File: config.mk
export PLATFORM = sky130hd
export DESIGN_NAME = nx_ram_fifo_ctrl
export DESIGN_NICKNAME = d
export VERILOG_FILES = /design/src/rtl/nx_ram_fifo_pkg.sv /design/src/rtl/nx_ram_fifo_pf_buf.sv /design/src/rtl/nx_ram_fifo_ctrl.sv
export SDC_FILE = /design/constraint.sdc
export NUM_CORES = 1
export LEC_CHECK = 0
export BUFFER_PORTS_ARGS = -buffer_cell sky130_fd_sc_hd__buf_4
export CAP_MARGIN = 20
export CORE_AREA = 2 2 137 139
export CTS_BUF_LIST = sky130_fd_sc_hd__clkbuf_8
export DETAILED_ROUTE_END_ITERATION = 6
export DIE_AREA = 0 0 139 141
export PLACE_DENSITY = 0.83
export SYNTH_ARGS = -nofsm -noshare
export SYNTH_HDL_FRONTEND = slang
export SYNTH_SLANG_ARGS = --single-unit
File: constraint.sdc
create_clock -name i_clk -period 11.77 [get_ports i_clk]
set_input_delay 1.7655 -clock i_clk [delete_from_list [all_inputs] [get_ports i_clk]]
set_output_delay 1.7655 -clock i_clk [all_outputs]
set_load 0.01 [all_outputs]
File: src/rtl/nx_ram_fifo_pkg.sv
// Shared sizing helpers and parameter legality check for the RAM-backed FWFT FIFO controller.
package nx_ram_fifo_pkg;

    function automatic int unsigned calc_lat(input int unsigned rd_latency,
                                             input int unsigned out_flop);
        return rd_latency + out_flop;
    endfunction

    function automatic int unsigned calc_aw(input int unsigned depth);
        return unsigned'($clog2(depth));
    endfunction

    function automatic int unsigned calc_cw(input int unsigned depth,
                                            input int unsigned pf_depth);
        return unsigned'($clog2(depth + pf_depth + 1));
    endfunction

    function automatic logic params_ok(input int unsigned depth,
                                       input int unsigned rd_latency,
                                       input int unsigned out_flop,
                                       input int unsigned pf_depth);
        return (depth >= 4) && ((depth & (depth - 1)) == 0) && (rd_latency >= 1) &&
               (out_flop <= 1) && (pf_depth >= rd_latency + out_flop + 1);
    endfunction

endpackage

File: src/rtl/nx_ram_fifo_pf_buf.sv
// Circular prefetch buffer holding RAM read data; head word is muxed combinationally.
module nx_ram_fifo_pf_buf #(
    parameter int unsigned WIDTH = 64,
    parameter int unsigned DEPTH = 2,
    localparam int unsigned PW = $clog2(DEPTH),
    localparam int unsigned CW = $clog2(DEPTH + 1)
) (
    input  logic             i_clk,
    input  logic             i_rst_n,
    input  logic             i_clr,
    input  logic             i_wr,
    input  logic [WIDTH-1:0] i_wdata,
    input  logic             i_rd,
    output logic [WIDTH-1:0] o_rdata,
    output logic [CW-1:0]    o_count
);

    logic [WIDTH-1:0] r_mem [DEPTH];
    logic [PW-1:0]    r_wr_ptr, r_rd_ptr, w_wr_nxt, w_rd_nxt;
    logic [CW-1:0]    r_cnt;
    logic             w_rd;

    assign w_rd     = i_rd && (r_cnt != '0);
    assign w_wr_nxt = (r_wr_ptr == PW'(DEPTH - 1)) ? '0 : r_wr_ptr + 1'b1;
    assign w_rd_nxt = (r_rd_ptr == PW'(DEPTH - 1)) ? '0 : r_rd_ptr + 1'b1;
    assign o_rdata  = r_mem[r_rd_ptr];
    assign o_count  = r_cnt;

    // When full, a same-cycle fill lands on the slot being popped; the head was already consumed.
    always_ff @(posedge i_clk) begin
        if (i_wr && !i_clr) begin
            r_mem[r_wr_ptr] <= i_wdata;
        end
    end

    always_ff @(posedge i_clk or negedge i_rst_n) begin
        if (!i_rst_n) begin
            r_wr_ptr <= '0;
            r_rd_ptr <= '0;
            r_cnt    <= '0;
        end else if (i_clr) begin
            r_wr_ptr <= '0;
            r_rd_ptr <= '0;
            r_cnt    <= '0;
        end else begin
            if (i_wr) r_wr_ptr <= w_wr_nxt;
            if (w_rd) r_rd_ptr <= w_rd_nxt;
            if (i_wr && !w_rd) begin
                r_cnt <= r_cnt + 1'b1;
            end else if (!i_wr && w_rd) begin
                r_cnt <= r_cnt - 1'b1;
            end
        end
    end

endmodule

File: src/rtl/nx_ram_fifo_ctrl.sv
// First-word-fall-through FIFO controller on a 1R1W RAM macro with a latency-hiding prefetch buffer.
module nx_ram_fifo_ctrl
    import nx_ram_fifo_pkg::*;
#(
    parameter int unsigned WIDTH      = 64,
    parameter int unsigned DEPTH      = 256,
    parameter int unsigned RD_LATENCY = 1,
    parameter int unsigned OUT_FLOP   = 0,
    parameter int unsigned PF_DEPTH   = RD_LATENCY + OUT_FLOP + 1,
    localparam int unsigned AW = calc_aw(DEPTH),
    localparam int unsigned CW = calc_cw(DEPTH, PF_DEPTH)
) (
    input  logic             i_clk,
    input  logic             i_rst_n,
    input  logic             i_clr,
    input  logic             i_in_valid,
    output logic             o_in_ready,
    input  logic [WIDTH-1:0] i_in_data,
    output logic             o_out_valid,
    input  logic             i_out_ready,
    output logic [WIDTH-1:0] o_out_data,
    output logic [CW-1:0]    o_count,
    output logic             o_ram_web,
    output logic [AW-1:0]    o_ram_wa,
    output logic [WIDTH-1:0] o_ram_din,
    output logic [WIDTH-1:0] o_ram_bwe,
    output logic             o_ram_reb,
    output logic [AW-1:0]    o_ram_ra,
    input  logic [WIDTH-1:0] i_ram_dout
);

    localparam int unsigned L   = calc_lat(RD_LATENCY, OUT_FLOP);
    localparam int unsigned PCW = $clog2(PF_DEPTH + 1);
    localparam int unsigned IW  = $clog2(L + 1);

    logic [AW-1:0]    r_wr_ptr, r_rd_ptr;
    logic [AW:0]      r_ram_cnt, w_ram_cnt_d;
    logic [L-1:0]     r_flag, r_drop, w_flag_d, w_drop_d, w_live;
    logic [IW-1:0]    w_inflight, w_inflight_d;
    logic [PCW-1:0]   w_pf_cnt, w_pf_cnt_d;
    logic [CW-1:0]    r_count;
    logic [WIDTH-1:0] w_pf_data;
    logic             w_in_ready, w_out_valid, w_push, w_pop, w_issue, w_fill, w_pf_room;

    assign w_in_ready  = i_rst_n && !i_clr && (r_ram_cnt < (AW + 1)'(DEPTH));
    assign w_push      = i_in_valid && w_in_ready;
    assign w_out_valid = (w_pf_cnt != '0) && !i_clr;
    assign w_pop       = w_out_valid && i_out_ready;
    assign w_live      = r_flag & ~r_drop;
    assign w_fill      = w_live[L-1] && !i_clr;

    // Reserve a prefetch slot for every live read so returning data can never overflow it.
    assign w_pf_room = (CW'(w_pf_cnt) + CW'(w_inflight) - CW'(w_pop)) < CW'(PF_DEPTH);
    assign w_issue   = i_rst_n && !i_clr && (r_ram_cnt != '0) && w_pf_room;

    always_comb begin
        w_inflight = '0;
        for (int unsigned k = 0; k < L; k++) begin
            w_inflight = w_inflight + IW'(w_live[k]);
        end
    end

    always_comb begin
        w_flag_d    = '0;
        w_drop_d    = '0;
        w_flag_d[0] = w_issue;
        for (int unsigned k = 1; k < L; k++) begin
            w_flag_d[k] = r_flag[k-1];
            w_drop_d[k] = r_drop[k-1] | i_clr;
        end
        w_inflight_d = '0;
        for (int unsigned k = 0; k < L; k++) begin
            w_inflight_d = w_inflight_d + IW'(w_flag_d[k] & ~w_drop_d[k]);
        end

        w_ram_cnt_d = r_ram_cnt;
        if (i_clr) begin
            w_ram_cnt_d = '0;
        end else if (w_push && !w_issue) begin
            w_ram_cnt_d = r_ram_cnt + 1'b1;
        end else if (!w_push && w_issue) begin
            w_ram_cnt_d = r_ram_cnt - 1'b1;
        end

        w_pf_cnt_d = w_pf_cnt;
        if (i_clr) begin
            w_pf_cnt_d = '0;
        end else if (w_fill && !w_pop) begin
            w_pf_cnt_d = w_pf_cnt + 1'b1;
        end else if (!w_fill && w_pop) begin
            w_pf_cnt_d = w_pf_cnt - 1'b1;
        end
    end

    always_ff @(posedge i_clk or negedge i_rst_n) begin
        if (!i_rst_n) begin
            r_wr_ptr  <= '0;
            r_rd_ptr  <= '0;
            r_ram_cnt <= '0;
            r_flag    <= '0;
            r_drop    <= '0;
            r_count   <= '0;
        end else begin
            r_ram_cnt <= w_ram_cnt_d;
            r_flag    <= w_flag_d;
            r_drop    <= w_drop_d;
            r_count   <= CW'(w_ram_cnt_d) + CW'(w_inflight_d) + CW'(w_pf_cnt_d);
            if (i_clr) begin
                r_wr_ptr <= '0;
                r_rd_ptr <= '0;
            end else begin
                if (w_push)  r_wr_ptr <= r_wr_ptr + 1'b1;
                if (w_issue) r_rd_ptr <= r_rd_ptr + 1'b1;
            end
        end
    end

    nx_ram_fifo_pf_buf #(
        .WIDTH (WIDTH),
        .DEPTH (PF_DEPTH)
    ) u_pf_buf (
        .i_clk   (i_clk),
        .i_rst_n (i_rst_n),
        .i_clr   (i_clr),
        .i_wr    (w_fill),
        .i_wdata (i_ram_dout),
        .i_rd    (w_pop),
        .o_rdata (w_pf_data),
        .o_count (w_pf_cnt)
    );

    assign o_in_ready  = w_in_ready;
    assign o_out_valid = w_out_valid;
    assign o_out_data  = w_pf_data;
    assign o_count     = r_count;
    assign o_ram_web   = !w_push;
    assign o_ram_wa    = r_wr_ptr;
    assign o_ram_din   = i_in_data;
    assign o_ram_bwe   = '1;
    assign o_ram_reb   = !w_issue;
    assign o_ram_ra    = r_rd_ptr;

`ifndef SYNTHESIS
    a_params_legal: assert property (@(posedge i_clk)
        params_ok(DEPTH, RD_LATENCY, OUT_FLOP, PF_DEPTH));
    a_ram_idle_in_reset: assert property (@(posedge i_clk)
        !i_rst_n |-> (o_ram_web && o_ram_reb));
`endif

endmodule

==> out/results.txt, run 1 <==
In this run the vertical extent of the chip is 141 um. The flow ran to the end, and the final reports show no timing, DRC or antenna violations. For this run, the post-layout net count is 807. The clock tree synthesis step divided the H-tree into 4 levels.

The run gives 0 as the final count of pins violating max slew. Yosys attributes the largest share of cell area to edfxtp_1 49%, dfrtp_1 12%, buf_4 12%. The post-synthesis share of cell area spent on xor and xnor gates was 3.22%. The final standard cell count with taps included and fillers excluded was 909; the number of buffers inserted by port buffering was 161. The register bit count reported by yosys came out at 167. In the routed design, unresolved DRC markers number 0. Each instance of the synthesized netlist takes up on average 14.0 sq um. Setup slack of the worst register-to-register path: 6.58 ns. The floorplan step defined a core boundary enclosing 0.0183 sq mm.

At the worst endpoint, the arrival time is 4.77 ns. Once the clock tree was built, the setup fixing pass inserted 0 buffers. Dividing total power by cell area gives a power density of 189 mW/mm^2.

Clock tree synthesis found a total of 167 sinks. The signal on the critical path passes through buf_4 -> inv_1 -> and2_1 -> ha_1 -> nor2b_1 -> fa_1 -> nor3b_1 -> o211ai_1 -> or2_2 -> buf_4. The tools report the number of global-route vias before repair as 4302. The per-cell via count in the routed design is 4.86. The worst setup path is of the in -> out kind. The predominant post-synthesis flop cell was edfxtp_1. After detailed routing, the average wire length per cell comes to 17.2 um.

Achievable clock frequency: 0.153 GHz. The number of hold violations in the final report is 0, and the switching power total is 570 uW. The global-route wire length before repair was 23.6 mm; the remaining antenna violation count after routing was 0. The worst-case IR drop observed on VDD is 0.133 mV. Routability congestion estimate from global placement: 0.868.

The HPWL after detailed placement is 10.5 mm. The transition time at the pin with the least slew margin came out at 0.922 ns. Counting both buffers and inverters, the worst setup path holds a total of 3. The netlist uses 55 different library cells. The area share of and/or/nand/nor cells after synthesis came out at 6.76%. The top cell types in the final layout, fill and taps aside, are 164 x buf_4, 128 x edfxtp_1, 64 x mux2_2, 64 x conb_1, 38 x dfrtp_1. The largest driver fanout on the critical path is 34, and the share of the cycle needed by the critical path after routing is 55.5%. For this design, the slowest cell found on the critical path is or2_2.

The tightest min-delay check is of the reg -> reg type. The total of cells resized after clock tree synthesis was 0. For this design the top-level I/O count stands at 354. The library cell appearing most often on the critical path is buf_4. The initial utilization of the core area, before any placement, comes to 43.2%. Summing internal, switching and leakage power gives 1.69 mW. The number of antenna repair diodes came out at 0. In this run the clock root is driven by a clkbuf_8. The worst setup path is captured at a primary output. The mapped netlist covers 0.00788 sq mm. The growth of design area from synthesis to finish came out at 13.8%.

Per report_power, the sequential group accounts for 44.8% of the total. The area of the die is 0.0196 sq mm. The number of flops mapped to enable cells by yosys was 128.

By area, the combinational part of the netlist is dominated by buffers and inverters. The share of synthesized flip-flops with an asynchronous set or reset was 23.4%. Smallest setup slack after layout: 5.23 ns. The largest area contributor in the synthesized netlist was edfxtp_1.

The die is 139 um wide. The number of buffers inserted for hold repair after clock tree synthesis came out at 0. For the maximum number of pins on one net before global-route repair, the log shows 65. Internal power comes to 1.12 mW. After global routing the overflow that remains totals 0. The fraction of layout instances using a drive strength above 1 came out at 40.3%.

The detailed-route wire length is 15.6 mm, and the highest cell delay on the worst timing path is 0.56 ns. Detailed routing inserted a total of 4414 vias. The leakage power was 3.62 nW. The final period demand of the worst path came out at 6.54 ns.

The switching share of total power came out at 33.6%. The synthesized design devotes to its leading area cell type 48.8% of total area. For this run, the register share of the synthesized area comes to 61.1%. The synthesized instance count is 565. The headroom to the max-slew limit was 38.3%; the count of max-cap constraint violations was 0. At the worst endpoint, the required time is 10.00 ns. The final setup violation count is 0, and the complex-gate fraction of the synthesized area is 3.27%. Setup repair after global routing left no endpoint under its margin.

The clock arrives with 0.0146 ns of skew. All-layer global routing usage: 15.5%. Multiplexer cells account for 9.27% of the synthesized area.

The initial antenna violation count was 0; the number of iterations in the first detailed-routing pass was 5. The number of placed instances, taps included, is 878. The post-synthesis adder-cell area fraction is 2.03%.

The tools report the number of clock buffers inserted by TritonCTS as 17. Buffer depth of the longest clock path: 2. Leaving out fill and tap cells, the most frequent cell in the layout is buf_4. The clock network burns 23.3% of the power.

Nature of the critical path startpoint: an input port. Combinational logic burns 31.9% of the power. TritonCTS built the clock tree.

The initial DRC count was 218. For this run, the number of Yosys warnings is 0. Grouping stages by cell kind, the critical path spends the most delay in simple AND/OR/NAND/NOR gates. For the later-pin clock latency in the skew report, the log shows 0.44 ns. After floorplanning, the core was divided into 50 placement rows. The clock-pin slew of the registers on the worst-case setup and hold paths is 0.10 ns. In the final timing run, aggregate negative setup slack is 0 ns. Prior to clock tree synthesis, the placed netlist has a worst setup slack of 5.21 ns.
-- metrics by stage --
stage	utilization [%]	hold slack, ns	cell area, sq um
CTS	49.1	0.554	8970
global placement	47.0	0.537	8580
detailed placement	47.0	0.529	8580
finish	49.1	0.551	8970
floorplan	-	0.517	8120
global route	49.1	0.587	8970
-- flip-flops by register name, summed over array words and instances, names as in the netlist --
signal             count
u_pf_buf.r_mem       128
o_ram_ra               8
r_ram_cnt              9
o_count                9
r_flag                 1
u_pf_buf.r_rd_ptr      1
o_ram_wa               8
u_pf_buf.o_count       2
u_pf_buf.r_wr_ptr      1
-- final timing paths --
path	from	endpoint	depth (start not counted)
setup reg to reg	u_pf_buf.o_count[1]	o_count[6]	18
min in group asynchronous	i_rst_n	o_ram_wa[6]	1
setup / recovery	i_clr	o_ram_reb	10
max in group asynchronous	i_rst_n	u_pf_buf.r_rd_ptr	1
hold / removal	u_pf_buf.r_rd_ptr	u_pf_buf.r_rd_ptr	2
hold reg to reg	u_pf_buf.r_rd_ptr	u_pf_buf.r_rd_ptr	2
-- worst min-delay path, cell delays in order (launching register included) --
cell,delay [ns]
dfrtp_2,0.38
xnor2_1,0.11
nor2_1,0.04
-- routing by layer --
layer  share of wire [%]  track usage [%]
met1                  42             19.6
met2                  47             24.3
met3                 9.7             6.86
met4                 1.1             4.68
met5                   0                0
-- layout make-up --
class                   instances  area (sq um)
fillers                      1591          9300
flip-flops and latches        167          4820
multi-input cells             299          2180
repair buffers                164          1230
well taps                     234           293
clock buffers                  17           234
clock inverters                14           155
inverters                      14          52.6
-- synth_stat cells (all sizes together) (2+ instances only) --
| cell | count |
|---|---|
| buf | 138 |
| edfxtp | 128 |
| mux2 | 64 |
| dfrtp | 39 |
| nor2 | 24 |
| nand2 | 16 |
| xor2 | 15 |
| inv | 14 |
| xnor2 | 14 |
| clkbuf | 10 |
| nand3 | 10 |
| a21oi | 9 |
| ha | 8 |
| nand4 | 8 |
| nor3 | 5 |
| nor4 | 5 |
| and3 | 4 |
| o21ai | 4 |
| a211o | 3 |
| a211oi | 3 |
| fa | 3 |
| nor3b | 3 |
| or4b | 3 |
| a31oi | 2 |
| and2 | 2 |
| and4 | 2 |
| nand2b | 2 |
| nor2b | 2 |
| o211ai | 2 |
| o21a | 2 |
| o22ai | 2 |
| o31ai | 2 |
| or2 | 2 |
| or3 | 2 |
| or4 | 2 |
-- cells by family after synthesis --
group	count (synthesis)
flops	167
buf+inv	162
simple gates	95
mux	65
compound gates	35
xor+xnor	29
fa+ha+maj	11
other cells	1
-- power groups by stage --
| stage | combinational, mW | sequential (mW) | clock [mW] |
|---|---|---|---|
| 3_5_place_dp | 0.543 | 0.771 | 0 |
| 5_1_grt | 0.589 | 0.767 | 0.429 |
| 6_report | 0.541 | 0.759 | 0.394 |
| 3_3_place_gp | 0.535 | 0.768 | 0 |
| 2_1_floorplan | 0.410 | 0.759 | 0 |
| 4_1_cts | 0.545 | 0.758 | 0.407 |
No activity file was read; power rests on OpenSTA's default activity.
==> run 2: changes to the inputs <==
--- a/config.mk
+++ b/config.mk
@@ -5,13 +5,14 @@
 export SDC_FILE = /design/constraint.sdc
 export NUM_CORES = 1
 export LEC_CHECK = 0
+export ABC_AREA = 1
 export BUFFER_PORTS_ARGS = -buffer_cell sky130_fd_sc_hd__buf_4
 export CAP_MARGIN = 20
 export CORE_AREA = 2 2 137 139
 export CTS_BUF_LIST = sky130_fd_sc_hd__clkbuf_8
 export DETAILED_ROUTE_END_ITERATION = 6
 export DIE_AREA = 0 0 139 141
-export PLACE_DENSITY = 0.83
+export PLACE_DENSITY = 0.87
 export SYNTH_ARGS = -nofsm -noshare
 export SYNTH_HDL_FRONTEND = slang
 export SYNTH_SLANG_ARGS = --single-unit
==> constraint.sdc (replaced) <==
create_clock -name i_clk -period 5.73 [get_ports i_clk]
set_input_delay 0.8595 -clock i_clk [delete_from_list [all_inputs] [get_ports i_clk]]
set_output_delay 0.8595 -clock i_clk [all_outputs]
set_load 0.01 [all_outputs]
==> run 2 against run 1 <==
Net effect: hold slack got worse by 0.16 ns; clock-buffer cell count unchanged; setup slack got worse by 4.1 ns; routed wire length increased by 2.9%; die area unchanged; sequential power increased by 94%; power increased by 80%; largest cell class unchanged; register-to-register slack got worse by 5.4 ns; combinational power increased by 32%; clock power increased by 120%; non-clock buffer count unchanged.
==> out/results.txt, run 2 <==
The flow ran to the end, and the final reports show no timing, DRC or antenna violations. The met1 usage is 20.0% (was 19.6%), and the fraction of synthesized area in multiplexers is 8.94% (was 9.27%). The post-synthesis share of cell area spent on xor and xnor gates is 1.20% (was 3.22%). Remaining antenna violation count after routing: 0 (unchanged). Launching point of the worst reg2reg path: u_pf_buf.o_count[1] (unchanged).

The share of the yosys chip area belonging to registers came out at 59.8% (was 61.1%). Die height: 141 um (unchanged). The mean cell area of the mapped netlist works out to 12.6 sq um (was 14.0 sq um). Setup repair after global routing left no endpoint under its margin. The tools report the capture instance of the worst register-to-register path as o_count[8] (was o_count[6]). The count of max-cap constraint violations is 0 (unchanged). For the setup slack of the worst register-to-register path, the log shows 1.13 ns (was 6.58 ns). The library cell appearing most often on the critical path is inv_1 (was buf_4).

TritonCTS built the clock tree. The area of the die is 0.0196 sq mm (unchanged), and the number of buffers inserted for hold repair after clock tree synthesis is 0 (unchanged). Most instantiated cells after synthesis: 129 x buf_4, 128 x edfxtp_1, 66 x nand2_1, 64 x mux2_2, 45 x inv_1 (was 128 x buf_4, 128 x edfxtp_1, 64 x mux2_2, 39 x dfrtp_1, 24 x nor2_1). The total of cells resized after clock tree synthesis was 0 (unchanged); the global-route congestion overflow total was 0 (unchanged). For the leakage power, the log shows 3.87 nW (was 3.62 nW). The highest cell delay on the worst timing path was 0.45 ns (was 0.56 ns); the buffer depth of the longest clock path was 2 (unchanged). Endpoint required time on the critical path: 6.07 ns (was 10.00 ns). The number of clock buffers inserted by TritonCTS was 17 (unchanged).

Top library cells by usage in the layout, fill and taps aside: 164 x buf_4, 128 x edfxtp_1, 66 x nand2_1, 64 x mux2_2, 64 x conb_1 (was 164 x buf_4, 128 x edfxtp_1, 64 x mux2_2, 64 x conb_1, 38 x dfrtp_1). Routability congestion estimate from global placement: 0.891 (was 0.868). The master of the slowest instance on the critical path is fa_1 (was or2_2). The busiest metal layer after global routing is met2 (unchanged).

The kind of path behind the tightest hold check was in -> async (was reg -> reg). The final period demand of the worst path was 4.60 ns; the initial DRC count was 196 (was 218). For the worst ir drop on vdd, the log shows 0.170 mV (was 0.133 mV). The met2 capacity usage during global routing came out at 25.0% (was 24.3%).

The tools report the number of iterations in the first detailed-routing pass as 4 (was 5). Data arrival time of the critical path: 4.93 ns (was 4.77 ns). The predominant post-synthesis flop cell was edfxtp_1 (unchanged). For the final setup violation count, the log shows 0 (unchanged). Number of flops mapped to enable cells by yosys: 128 (unchanged). The tools report the depth of the CTS H-tree as 4 (unchanged). The complex-gate fraction of the synthesized area was 1.86% (was 3.27%). The nature of the critical path startpoint was a register (was an input port).

The horizontal extent of the die was 139 um (unchanged). The setup TNS came out at 0 ns (unchanged). The register bank with the most flops is u_pf_buf.r_mem (unchanged). For the met3 usage in global routing, the log shows 6.79% (was 6.86%). The area share of and/or/nand/nor cells after synthesis is 10.8% (was 6.76%), and the largest driver fanout on the critical path is 7 (was 34).

The logs give 4773 (was 4414) for the number of vias in the routed layout and 167 (unchanged) for the number of sinks on the clock net. The total number of nets in the final design is 887 (was 807). Buffer type at the clock tree root: clkbuf_8 (unchanged). The most common cell after layout, fill and taps aside is buf_4 (unchanged). The largest family of logic cells by synthesized area is buffers and inverters (unchanged). The run gives 15.9% (was 15.5%) as the all-layer global routing usage.

For the number of hold violations in the final report, the log shows 0 (unchanged). The post-synthesis adder-cell area fraction works out to 1.99% (was 2.03%). The tools report the type of element capturing the critical path as a register (was a primary output). The warning count from the yosys run was 0 (unchanged); the share of the cycle needed by the critical path after routing was 80.2%.

The fraction of layout instances using a drive strength above 1 came out at 38.6% (was 40.3%). The effective utilization at floorplan was 44.1% (was 43.2%). Areal power density over the cells: 330 mW/mm^2 (was 189 mW/mm^2). For this run, the top clock speed supported by timing is 0.218 GHz. The growth of design area from synthesis to finish came out at 14.3% (was 13.8%). The clock-pin slew of the registers on the worst-case setup and hold paths works out to 0.10 ns (about the same). The total chip power is 3.04 mW (was 1.69 mW). The total setup buffers inserted after CTS was 0 (unchanged); the total number of placement rows was 50 (unchanged). Area share of the largest cell type after synthesis: 47.7% (was 48.8%). The largest area contributor in the synthesized netlist was edfxtp_1 (unchanged).

The number of distinct library cell variants in the gate-level netlist after synthesis came out at 38 (was 55). For the global-route wire length before repair, the log shows 24.4 mm (was 23.6 mm). The number of I/O pins is 354 (unchanged).

The logs give 11.5 mm (was 10.5 mm) for the total half-perimeter wirelength after legalization and detailed placement and 4611 (was 4302) for the number of global-route vias before repair. The later-pin clock latency in the skew report was 0.44 ns (about the same); the wire length per cell was 16.2 um (was 17.2 um). For the synthesized instance count, the log shows 639 (was 565). The core area is 0.0183 sq mm (unchanged), and the transition time at the pin with the least slew margin is 1.02 ns (was 0.922 ns).

Initial antenna violation count: 0 (unchanged). The share of synthesized flip-flops with an asynchronous set or reset is 23.4% (unchanged), and the setup skew after layout is 0.0113 ns (was 0.0146 ns). The kind of cell with the highest combined delay on the critical path is simple AND/OR/NAND/NOR gates (unchanged).

The cell area after technology mapping is 0.00806 sq mm (was 0.00788 sq mm), and the register bit count reported by yosys is 167 (unchanged). Biggest area contributors in the synthesized netlist: edfxtp_1 48%, dfrtp_1 12%, buf_4 12% (was edfxtp_1 49%, dfrtp_1 12%, buf_4 12%). Most frequent cell after synthesis: buf_4.

The detailed-route wire length is 16.1 mm (was 15.6 mm), and the share of the core filled with cells is 50.4% (was 49.1%). The flip-flop count of the largest register after layout is 128 (unchanged), and the number of antenna repair diodes is 0 (unchanged). The total buffers and inverters traversed by the critical path works out to 8 (was 3). The category of the most critical setup path is reg -> reg (was in -> out).

The residual DRC count came out at 0 (unchanged). The number of cells on the worst reg-to-reg path came out at 28 (was 18). The headroom to the max-slew limit is 32.1% (was 38.3%). The maximum number of pins on one net before global-route repair is 59 (was 65), and the per-cell via count in the routed design is 4.82 (was 4.86). The number of buffers inserted by port buffering is 161 (unchanged), and the final count of pins violating max slew is 0 (unchanged).
[run 2: changes by cell type after synthesis, moves of 5 or more]
| cell | change |
|---|---|
| nor2_4 | +5 |
| xor2_1 | -9 |
| o21ai_0 | +13 |
| xnor2_1 | -9 |
| nand2_1 | +50 |
| inv_1 | +32 |
| nand3_1 | +15 |
[run 2: final cells by class]
| type | instances | area [sq um] |
|---|---|---|
| sequential | 167 | 4820 |
| fill | 1586 | 9060 |
| clock buffer | 17 | 234 |
| multi-input combinational | 343 | 2250 |
| inverter | 50 | 195 |
| timing repair buffer | 164 | 1230 |
| tap | 234 | 293 |
| clock inverter | 15 | 184 |
[run 2: worst max path at each step]
stage	slack, ns	to	from	cells after the start
2_1_floorplan	1.27	o_count[8]	i_clr	27
3_3_place_gp	1.09	o_count[8]	i_clr	27
3_5_place_dp	0.85	o_count[8]	i_clr	27
4_1_cts	1.14	o_count[8]	u_pf_buf.o_count[1]	28
5_1_grt	0.70	o_count[8]	u_pf_buf.o_count[1]	28
6_report	1.13	o_count[8]	u_pf_buf.o_count[1]	28
[run 2: logic make-up after synthesis]
family,Yosys count
buffers and inverters,192
flip-flops,167
AND/OR/NAND/NOR,164
multiplexers,64
AO/OA/AOI/OAI,29
adder cells (fa/ha/maj),11
XOR/XNOR,11
other,1
[run 2: per-stage QoR]
step	hold WS (ns)	cells	cell area [sq um]	setup WS (ns)
floorplan	0.480	702	8290	1.27
global placement	0.450	958	8790	1.09
detailed placement	0.456	958	8790	0.851
CTS	0.358	990	9210	1.14
global route	0.381	990	9210	0.703
finish	0.387	990	9210	1.13
[run 2: layer usage]
layer	part of all wire (%)	routed length [um]
met1	41	6590
met2	48	7740
met3	9.2	1480
met4	1.7	270
met5	0	0
[run 2: report_power, final]
part | switching (mW) | leakage [nW] | internal (mW)
sequential | 0.0741 | 1.68 | 1.39
clock | 0.492 | 0.204 | 0.371
combinational | 0.391 | 1.98 | 0.324
==> run 3: changes to the inputs <==
--- a/config.mk
+++ b/config.mk
@@ -5,14 +5,14 @@
 export SDC_FILE = /design/constraint.sdc
 export NUM_CORES = 1
 export LEC_CHECK = 0
-export ABC_AREA = 1
+export ABC_AREA = 0
 export BUFFER_PORTS_ARGS = -buffer_cell sky130_fd_sc_hd__buf_4
 export CAP_MARGIN = 20
 export CORE_AREA = 2 2 137 139
 export CTS_BUF_LIST = sky130_fd_sc_hd__clkbuf_8
 export DETAILED_ROUTE_END_ITERATION = 6
 export DIE_AREA = 0 0 139 141
-export PLACE_DENSITY = 0.87
+export PLACE_DENSITY = 0.86
 export SYNTH_ARGS = -nofsm -noshare
 export SYNTH_HDL_FRONTEND = slang
 export SYNTH_SLANG_ARGS = --single-unit
==> constraint.sdc (replaced) <==
create_clock -name i_clk -period 4.2 [get_ports i_clk]
set_input_delay 0.63 -clock i_clk [delete_from_list [all_inputs] [get_ports i_clk]]
set_output_delay 0.63 -clock i_clk [all_outputs]
set_load 0.01 [all_outputs]
==> run 3 against run 2 <==
Net effect: die area stayed put; sequential share of layout area is 0.33 points higher; setup slack worse by 0.93 ns; clock power is 25% higher; clock skew is 0.0058 ns higher; core utilization is 0.32 points lower; critical path depth is 10 lower; sequential power is 46% higher; register-to-register slack worse by 0.93 ns; sequential cell count stayed put; global-route usage is 0.34 points lower; non-clock buffer count is 16 higher; largest cell class unchanged.
==> out/results.txt, run 3 (synthesis results as in run 1) <==
The number of cells on the worst reg-to-reg path is 18 (was 28), and the number of clock buffers inserted by TritonCTS is 17 (unchanged). The highest cell delay on the worst timing path works out to 0.52 ns (was 0.45 ns). The leakage power is 3.69 nW (was 3.87 nW).

Launching point of the worst reg2reg path: u_pf_buf.o_count[0] (was u_pf_buf.o_count[1]). The capture instance of the worst register-to-register path is o_count[6] (was o_count[8]). For the final design area excluding fillers, the log shows 0.00915 sq mm (was 0.00921 sq mm). The category of the most critical setup path was reg -> reg (unchanged). Total number of placement rows: 50 (unchanged). The share of the core filled with cells came out at 50.1% (was 50.4%). The global-route wire length before repair came out at 23.6 mm (was 24.4 mm). The per-cell via count in the routed design was 4.93 (was 4.82); the data arrival time of the critical path was 4.33 ns (was 4.93 ns). The wire length per cell works out to 16.8 um (was 16.2 um). For the number of vias in the routed layout, the log shows 4564 (was 4773). Most common cell after layout, fill and taps aside: buf_4 (unchanged).

The total buffers and inverters traversed by the critical path is 2 (was 8), and the total number of nets in the final design is 823 (was 887). The final count of pins violating max slew is 0 (unchanged), and the final setup violation count is 0 (unchanged). Nature of the critical path startpoint: a register (unchanged). The initial DRC count was 280 (was 196); the maximum number of pins on one net before global-route repair was 65 (was 59). The tools report the routability congestion estimate from global placement as 0.812 (was 0.891).

The total chip power was 4.86 mW (was 3.04 mW); the hold slack was 0.0673 ns (was 0.387 ns). The run gives 0 (unchanged) as the remaining antenna violation count after routing. The number of buffers inserted by port buffering works out to 161 (unchanged). The horizontal extent of the die was 139 um (unchanged). The register bank with the most flops is u_pf_buf.r_mem (unchanged). The run gives 890 (was 958) as the placed cell count.

Number of stages on the worst setup path: 18 (was 28). TritonCTS built the clock tree. Effective utilization at floorplan: 43.2% (was 44.1%).

The logs give 0.21 ns (was 1.13 ns) for the setup slack of the worst register-to-register path and 0 (unchanged) for the global-route congestion overflow total. The type of element capturing the critical path is a register (unchanged). The later-pin clock latency in the skew report is 0.45 ns (was 0.44 ns), and the number of global-route vias before repair is 4397 (was 4611). The kind of path behind the tightest hold check is in -> async (unchanged). For the count of max-cap constraint violations, the log shows 0 (unchanged). The kind of cell with the highest combined delay on the critical path is simple AND/OR/NAND/NOR gates (unchanged). Setup repair after global routing left no endpoint under its margin. The tools report the end point of the critical path as o_count[6] (was o_count[8]).

The tools report the number of sinks on the clock net as 167 (unchanged). The residual DRC count came out at 0 (unchanged). Endpoint required time on the critical path: 4.54 ns (was 6.07 ns). The flip-flop count of the largest register after layout was 128 (unchanged). Die height: 141 um (unchanged).

Top library cells by usage in the layout, fill and taps aside: 178 x buf_4, 128 x edfxtp_1, 64 x mux2_2, 64 x conb_1, 38 x dfrtp_1 (was 164 x buf_4, 128 x edfxtp_1, 66 x nand2_1, 64 x mux2_2, 64 x conb_1). The setup skew after layout was 0.0171 ns (was 0.0113 ns); the core area was 0.0183 sq mm (unchanged). The initial antenna violation count is 0 (unchanged), and the growth of design area from synthesis to finish is 16.1% (was 14.3%). The logs give 0.250 GHz (was 0.218 GHz) for the achievable clock frequency and 0.207 ns (was 1.13 ns) for the smallest setup slack after layout. The number of hold violations in the final report came out at 0 (unchanged). The master of the slowest instance on the critical path was or4_4 (was fa_1). The share of the cycle needed by the critical path after routing was 95.1% (was 80.2%). The run finished with clean final reports. Fraction of layout instances using a drive strength above 1: 43.6% (was 38.6%). The logs give 10.6 mm (was 11.5 mm) for the total half-perimeter wirelength after legalization and detailed placement and 39.9% (was 32.1%) for the headroom to the max-slew limit. The number of iterations in the first detailed-routing pass came out at 4 (unchanged). The final period demand of the worst path was 3.99 ns (was 4.60 ns); the standard cell area after detailed placement was 0.00873 sq mm (was 0.00879 sq mm). Clock-pin slew of the registers on the worst-case setup and hold paths: 0.10 ns (about the same). The areal power density over the cells was 530 mW/mm^2 (was 330 mW/mm^2).

The tools report the worst setup slack before clock tree synthesis as -0.0642 ns (was 0.851 ns). The buffer type at the clock tree root is clkbuf_8 (unchanged). The logs give 354 (unchanged) for the number of I/O pins and 925 (was 990) for the final standard cell count with taps included and fillers excluded. Number of antenna repair diodes: 0 (unchanged). The run gives 0.0196 sq mm (unchanged) as the area of the die. All-layer global routing usage: 15.5% (was 15.9%). The largest driver fanout on the critical path is 2 (was 7). Walking the worst path, the cells encountered are inv_2 -> ha_4 -> nor2b_2 -> and2_4 -> ha_4 -> nor2b_4 -> fa_1 -> nor3b_2 -> o211ai_1 -> or2_4 -> xnor2_1 -> or2_4 -> fa_2 -> inv_2 -> fa_2 -> nand2_1 -> or4_4 -> xnor2_1.

For the buffer depth of the longest clock path, the log shows 2 (unchanged). Worst setup path startpoint: u_pf_buf.o_count[0] (was u_pf_buf.o_count[1]). The transition time at the pin with the least slew margin is 0.902 ns (was 1.02 ns). The detailed-route wire length is 15.5 mm (was 16.1 mm), and the depth of the CTS H-tree is 4 (unchanged).

The logs give 0 ns (unchanged) for the setup TNS and 0.347 mV (was 0.170 mV) for the worst ir drop on vdd.
## run 3: changes by cell type in the layout (fill, tap and decap cells not counted), sizes merged, moves of 6 or more
cell,delta
xnor2,+9
nor2,-14
buf,+16
nand3,-20
xor2,+9
o21ai,-12
inv,-32
clkinv,-6
nand2,-56
## run 3: timing repair
item,4_1_cts,5_1_grt
gates resized for setup,1,6
hold buffers,0,0
pin swaps,0,7
buffers inserted,1,3
endpoints found under the setup margin,1,5
## run 3: power by group
| part | total, mW | internal [mW] | switching [mW] |
|---|---|---|---|
| Combinational | 1.62 | 0.813 | 0.808 |
| Sequential | 2.15 | 1.99 | 0.158 |
| Clock | 1.08 | 0.434 | 0.650 |
| Total | 4.86 | 3.24 | 1.62 |
## run 3: layer usage
| layer | GRT usage (%) | part of all wire, % | vias up |
|---|---|---|---|
| met5 | 0 | 0 | - |
| met4 | 4.68 | 1.0 | 0 |
| met1 | 19.5 | 40 | 2262 |
| met2 | 24.5 | 49 | 227 |
| li1 | - | - | 2054 |
| met3 | 6.59 | 9.5 | 21 |
## run 3: how the worst min path moves through the flow
stage | startpoint | end | slack (ns) | depth (start not counted)
after global routing | i_rst_n | o_count[0] | 0.05 | 1
final | i_rst_n | o_count[0] | 0.07 | 1
after global placement | o_ram_ra[7] | o_ram_ra[7] | 0.53 | 2
after detailed placement | o_ram_ra[7] | o_ram_ra[7] | 0.54 | 2
after CTS | i_rst_n | o_count[0] | 0.04 | 1
after floorplan | i_rst_n | o_count[0] | 0.33 | 0
## run 3: layout make-up
| class | count | area [sq um] |
|---|---|---|
| inverter | 14 | 52.6 |
| multi-input combinational | 299 | 2250 |
| timing repair buffer | 180 | 1380 |
| fill | 1581 | 9110 |
| sequential | 167 | 4820 |
| clock inverter | 14 | 130 |
| clock buffer | 17 | 234 |
| tap | 234 | 293 |
